## src/rtl/flag_pkg.sv

```systemverilog
// Shared flag type, branch condition codes and the condition evaluator
// used by flag_controller.
package flag_pkg;

  typedef struct packed {
    logic n;
    logic z;
    logic v;
  } flags_t;

  localparam logic [3:0] CC_EQ = 4'd0;
  localparam logic [3:0] CC_NE = 4'd1;
  localparam logic [3:0] CC_MI = 4'd2;
  localparam logic [3:0] CC_PL = 4'd3;
  localparam logic [3:0] CC_VS = 4'd4;
  localparam logic [3:0] CC_VC = 4'd5;
  localparam logic [3:0] CC_GE = 4'd6;
  localparam logic [3:0] CC_LT = 4'd7;
  localparam logic [3:0] CC_GT = 4'd8;
  localparam logic [3:0] CC_LE = 4'd9;
  localparam logic [3:0] CC_AL = 4'd10;
  localparam logic [3:0] CC_NV = 4'd11;  // codes 11..15 all mean "never"

  function automatic logic cond_eval(input flags_t f, input logic [3:0] cond);
    logic res;
    res = 1'b0;
    case (cond)
      CC_EQ:   res = f.z;
      CC_NE:   res = !f.z;
      CC_MI:   res = f.n;
      CC_PL:   res = !f.n;
      CC_VS:   res = f.v;
      CC_VC:   res = !f.v;
      CC_GE:   res = (f.n == f.v);
      CC_LT:   res = (f.n != f.v);
      CC_GT:   res = !f.z && (f.n == f.v);
      CC_LE:   res = f.z || (f.n != f.v);
      CC_AL:   res = 1'b1;
      CC_NV:   res = 1'b0;
      default: res = 1'b0;
    endcase
    return res;
  endfunction

endpackage

```

## src/rtl/flag_controller_stack.sv

```systemverilog
// LIFO of saved flag sets. Callers present only legal push/pop requests;
// protocol checking lives in flag_controller.
module flag_controller_stack
  import flag_pkg::*;
#(
  parameter int STACK_DEPTH = 4,
  parameter int SP_W        = $clog2(STACK_DEPTH + 1)
) (
  input  logic   clk,
  input  logic   rst_n,
  input  logic   push,
  input  logic   pop,
  input  flags_t push_data,
  output flags_t top_data,
  output logic   full,
  output logic   empty
);

  localparam int IDX_W = (STACK_DEPTH > 1) ? $clog2(STACK_DEPTH) : 1;

  flags_t          slot_q [STACK_DEPTH];
  logic [SP_W-1:0] sp_q;
  logic [SP_W-1:0] sp_d;
  logic [SP_W-1:0] sp_m1;
  logic [IDX_W-1:0] wr_idx;
  logic [IDX_W-1:0] rd_idx;

  assign sp_m1  = sp_q - SP_W'(1);
  assign wr_idx = sp_q[IDX_W-1:0];
  assign rd_idx = sp_m1[IDX_W-1:0];

  assign top_data = slot_q[rd_idx];
  assign full     = (sp_q == SP_W'(STACK_DEPTH));
  assign empty    = (sp_q == '0);

  always_comb begin
    // NOTE: every always_comb output gets a default first so no path leaves it unassigned (no latch).
    sp_d = sp_q;
    if (push && !full)      sp_d = sp_q + SP_W'(1);
    else if (pop && !empty) sp_d = sp_m1;
  end

  // NOTE: sequential state uses non-blocking (<=) so every flop samples pre-edge values.
  always_ff @(posedge clk or negedge rst_n) begin
    if (!rst_n) sp_q <= '0;
    else        sp_q <= sp_d;
  end

  // NOTE: slot storage is deliberately unreset; sp=0 makes its contents unreachable.
  always_ff @(posedge clk) begin
    if (push && !full) slot_q[wr_idx] <= push_data;
  end

endmodule

```

## src/rtl/flag_controller.sv

```systemverilog
// Owner of the N/Z/V status flags: ALU capture, branch condition evaluation
// and interrupt save/restore stack. Define FLAG_FWD_EN to evaluate cond_true
// against the next-flag value (same-cycle compare-and-branch).
module flag_controller
  import flag_pkg::*;
#(
  parameter int STACK_DEPTH = 4,
  parameter int SP_W        = $clog2(STACK_DEPTH + 1)
) (
  input  logic       clk,
  input  logic       rst_n,
  input  logic       alu_valid,
  input  logic       upd_en,
  input  logic       n_in,
  input  logic       z_in,
  input  logic       v_in,
  input  logic       flag_clr,
  input  logic [3:0] cond,
  input  logic       push_req,
  input  logic       pop_req,
  input  logic       err_clr,
  output logic       n_out,
  output logic       z_out,
  output logic       v_out,
  output logic       cond_true,
  output logic       stack_full,
  output logic       stack_empty,
  output logic       err
);

  flags_t flags_q, flags_d;
  flags_t top_data;
  logic   err_q, err_d;
  logic   push_ok, pop_ok, err_evt;

  // Simultaneous push and pop cancel each other and count as an error.
  assign push_ok = push_req && !pop_req && !stack_full;
  assign pop_ok  = pop_req && !push_req && !stack_empty;
  assign err_evt = (push_req && pop_req)
                || (push_req && !pop_req && stack_full)
                || (pop_req && !push_req && stack_empty);

  flag_controller_stack #(
    .STACK_DEPTH(STACK_DEPTH),
    .SP_W       (SP_W)
  ) u_stack (
    .clk      (clk),
    .rst_n    (rst_n),
    .push     (push_ok),
    .pop      (pop_ok),
    .push_data(flags_q),
    .top_data (top_data),
    .full     (stack_full),
    .empty    (stack_empty)
  );

  always_comb begin
    flags_d = flags_q;
    if (pop_ok)                      flags_d = top_data;
    else if (flag_clr)               flags_d = '0;
    else if (alu_valid && upd_en)    flags_d = '{n: n_in, z: z_in, v: v_in};

    err_d = err_q;
    if (err_evt)      err_d = 1'b1;
    else if (err_clr) err_d = 1'b0;
  end

  always_ff @(posedge clk or negedge rst_n) begin
    if (!rst_n) begin
      flags_q <= '0;
      err_q   <= 1'b0;
    end else begin
      flags_q <= flags_d;
      err_q   <= err_d;
    end
  end

  assign n_out = flags_q.n;
  assign z_out = flags_q.z;
  assign v_out = flags_q.v;
  assign err   = err_q;

`ifdef FLAG_FWD_EN
  assign cond_true = cond_eval(flags_d, cond);
`else
  assign cond_true = cond_eval(flags_q, cond);
`endif

endmodule
```

## config.mk

```make
export PLATFORM = sky130hd
export DESIGN_NAME = flag_controller
export DESIGN_NICKNAME = d
export VERILOG_FILES = /design/src/rtl/flag_pkg.sv /design/src/rtl/flag_controller_stack.sv /design/src/rtl/flag_controller.sv
export SDC_FILE = /design/constraint.sdc
export NUM_CORES = 1
export LEC_CHECK = 0
export ABC_AREA = 1
export BUFFER_PORTS_ARGS = -buffer_cell sky130_fd_sc_hd__buf_2
export CORE_MARGIN = 1.5
export CORE_UTILIZATION = 58
export DETAILED_ROUTE_END_ITERATION = 10
export GPL_TIMING_DRIVEN = 0
export PLACE_DENSITY = 0.83
export SYNTH_ARGS = -nofsm -noshare
export SYNTH_HDL_FRONTEND = slang
export SYNTH_SLANG_ARGS = --single-unit
```

## constraint.sdc

```tcl
create_clock -name clk -period 4.5 [get_ports clk]
set_input_delay 1.35 -clock clk [delete_from_list [all_inputs] [get_ports clk]]
set_output_delay 1.35 -clock clk [all_outputs]
set_load 0.01 [all_outputs]
```

==> flow_summary.ini <==
[synth]
most_area_hungry_cell_type_in_the_yosys_netlist = edfxtp_1
part_of_the_yosys_area_used_for_sequential_elements_pct = 45.29
netlist_top_cells_count = 60 x nand2_1, 16 x inv_1, 13 x nor2_1
syn_inst = 149
syn_area_sq_mm = 0.001182
synth.area.top_cells = edfxtp_1 30%, nand2_1 19%, dfrtp_1 15%, ha_1 5.3%, inv_1 5.1%
synth.lib_cells_used.distinct = 24
async_flop_share_pct = 36.84
synth.most_common_cell = nand2_1
ys_warn_count = 0
primary_flip_flop_cell_chosen_by_synthesis_mapping = edfxtp_1
ys_ff_latch = 19
synth.avg_cell_area_sq_um = 7.935
synthesis.nets = 169
fraction_of_synthesized_cell_area_taken_by_the_top_area_cell_type_pct = 30.48
synth-edff-count = 12

[clocking]
clkLatencyLatePin_ns = 0.30
cts_tree = done
post_cts_resized = 0
post_cts.repair.setup_buffers = 0
cts_hold_buf = 0
tritoncts_buffer_count = 3
cts-root-to-sink-buffers = 2
clk_pin_slew_worst_paths_ns = 0.11
cts_num_sinks = 19
number_of_h_tree_levels = 1
cts-root-buf = clkbuf_4

[place]
dp_hpwl_um = 1810
portBuffers = 21
gp_congestion = 0.8390
placed_cells = 197
dpl-instance-area_sq_mm = 0.001321

[cells_and_area]
num-nets-final = 195
drive_gt1_share_pct = 24.71
total_area_of_multi_input_combinational_cells_sq_um = 551.8
finish.instance_area_sq_mm = 0.001349
n_antenna_cell = 0
layoutNonFillerInstCount = 201
flow.area_growth_from_synthesis_pct = 14.07
area.sequential_sq_um = 535.5
num-fill-cells = 162

[global_route]
global_route.overflow_total = 0
globalRouteTotalUtil_pct = 22.49
grt_first_pass_wirelength_um = 3525
grt_antenna_before_repair = 0
first_global_vias = 845
pin_count_of_the_biggest_net_entering_global_routing = 12

[flow_run]
maxCapViolCount = 0

[worst_setup_path]
timing.critical_path.mode_cell = buf_2
worst_setup_ep_type = primary output
crit_chain = buf_2 > inv_2 > nor2_2 > nand3_1 > a21oi_1 > nor2_1 > nand2_1 > buf_2
path_class = input pin to primary output
worst-path-max-fanout = 7
slowest_stage = buf_2
worst-endpoint-arrival_ns = 2.12
max_stage_delay_ns = 0.16
worst_ep_required_time_ns = 3.15
setup.worst_path.start_class = input pin

[power_and_ir_drop]
power.static_leakage_nw = 0.6946
post-layout-total-power_uw = 711.5
vdd.ir_drop.worst_v = 0.0003065
pwr_density_cell_mw_per_mm2 = 527.5

[floorplan]
start_util_pct = 60.89
design.die.area_sq_mm = 0.002318
floorplan.die.width_um = 48.15
design.portCount = 22
std_cell_rows = 16
fp.dieH_um = 48.15
core_sq_mm = 0.001942

[timing]
max_clock_freq_mhz = 288.3
post-route-min-period_ns = 3.468
worst-slew-pin-transition_ns = 0.3174
finalSetupViolations = 0
finalSetupTns_ns = 0
slew_viol_final = 0
finalClockSkew_ns = 0.007546
min_period_over_period_pct = 77.07
slew-limit-headroom_pct = 78.84
grt_setup_unrepaired = no
hold_viol = 0

[worst_hold_path]
min-delay-path-class = flip-flop to flip-flop

[drt]
finalWirelength_um = 2301
num_vias = 1033
detail_route.first_pass.iterations = 5
via_per_inst = 5.139
detail-route-antenna-nets = 0
route.detailed.wl_per_inst_um = 11.45
detailed_router_s_first_iteration_violation_count = 26
detail_route.drc_violations = 0

[run_status]
run_status = completed
[path summary, 6_finish.rpt]
path / slack (ns) / from / endpoint / cells past startpoint
max in group asynchronous: 3.50 / rst_n / n_out / 1
min in group asynchronous: 0.85 / rst_n / err / 1
max: 1.03 / cond[1] / cond_true / 8
min: 0.53 / err / err / 2
max reg2reg: 2.79 / u_stack.sp_q[0] / u_stack.slot_q[3][1] / 6
min reg2reg: 0.53 / err / err / 2
[placed cells by master (no fill, tap or decap), drive strengths merged]
| cell type | synthesis | routed |
|---|---|---|
| nor2 | 15 | 15 |
| o21ai | 3 | 3 |
| inv | 21 | 21 |
| buf | 1 | 22 |
| clkinv | 1 | 2 |
| nand4 | 1 | 1 |
| nand3 | 7 | 7 |
| a21oi | 4 | 4 |
| xnor2 | 1 | 1 |
| clkbuf | 0 | 3 |
| nand2 | 64 | 64 |
| o22ai | 1 | 1 |
| dfrtp | 7 | 7 |
| xor2 | 2 | 2 |
| ha | 5 | 5 |
| o211ai | 4 | 4 |
| edfxtp | 12 | 12 |
[layout make-up]
| cell class | instances | share of cell area, % |
|---|---|---|
| buffer | 1 | 0.8349 |
| clock buffer | 3 | 1.670 |
| clock inverter | 1 | 0.3711 |
| inverter | 22 | 6.215 |
| multi-input combinational | 107 | 40.91 |
| sequential | 19 | 39.70 |
| tap | 27 | 2.505 |
| timing repair buffer | 21 | 7.792 |
[report_power, final]
group	switching, mW	internal (mW)	leakage, nW
combinational	0.216	0.131	0.481
sequential	0.0442	0.233	0.196
clock	0.0542	0.0331	0.0177
total	0.315	0.397	0.695
[registers in the layout, indices dropped and copies added, names as in the netlist]
signal and cells:
n_out 1, v_out 1, u_stack.sp_q 3, z_out 1, err 1, u_stack.slot_q 12
[worst max-delay path, delay by kind of cell]
family,cells,cell delay [ns]
AO/OA/AOI/OAI,1,0.15
buffers and inverters,3,0.33
AND/OR/NAND/NOR,4,0.28
[through the flow]
| stage | hold slack (ns) | setup WS [ns] | utilization (%) |
|---|---|---|---|
| finish | 0.5273 | 1.032 | 69.46 |
| detailed placement | 0.5158 | 1.049 | 68.04 |
| CTS | 0.5329 | 1.043 | 69.46 |
| global route | 0.5689 | 0.8386 | 69.46 |
| global placement | 0.5096 | 1.076 | 68.04 |
| floorplan | 0.5169 | 1.304 | - |
[kinds of logic (layout without fill, tap and decap cells)]
kind of cell,count (synthesis),in the layout,share of synthesized area [%]
AOI/OAI and AO/OA,12,12,6.984
adders and majority gates,5,5,5.291
and+or+nand+nor,87,87,32.17
DFF,19,19,45.29
xor gates and xnor gates,3,3,2.223
buffers and inverters,23,48,8.042
[metal layers]
layer	routed length, um	global-route usage [%]	up-vias
li1	-	-	522
met1	993	29.59	480
met2	1198	36.05	29
met3	91	5.556	2
met4	18	8.108	0
met5	0	0	-
Note: power is estimated with default switching activity, not from simulation.
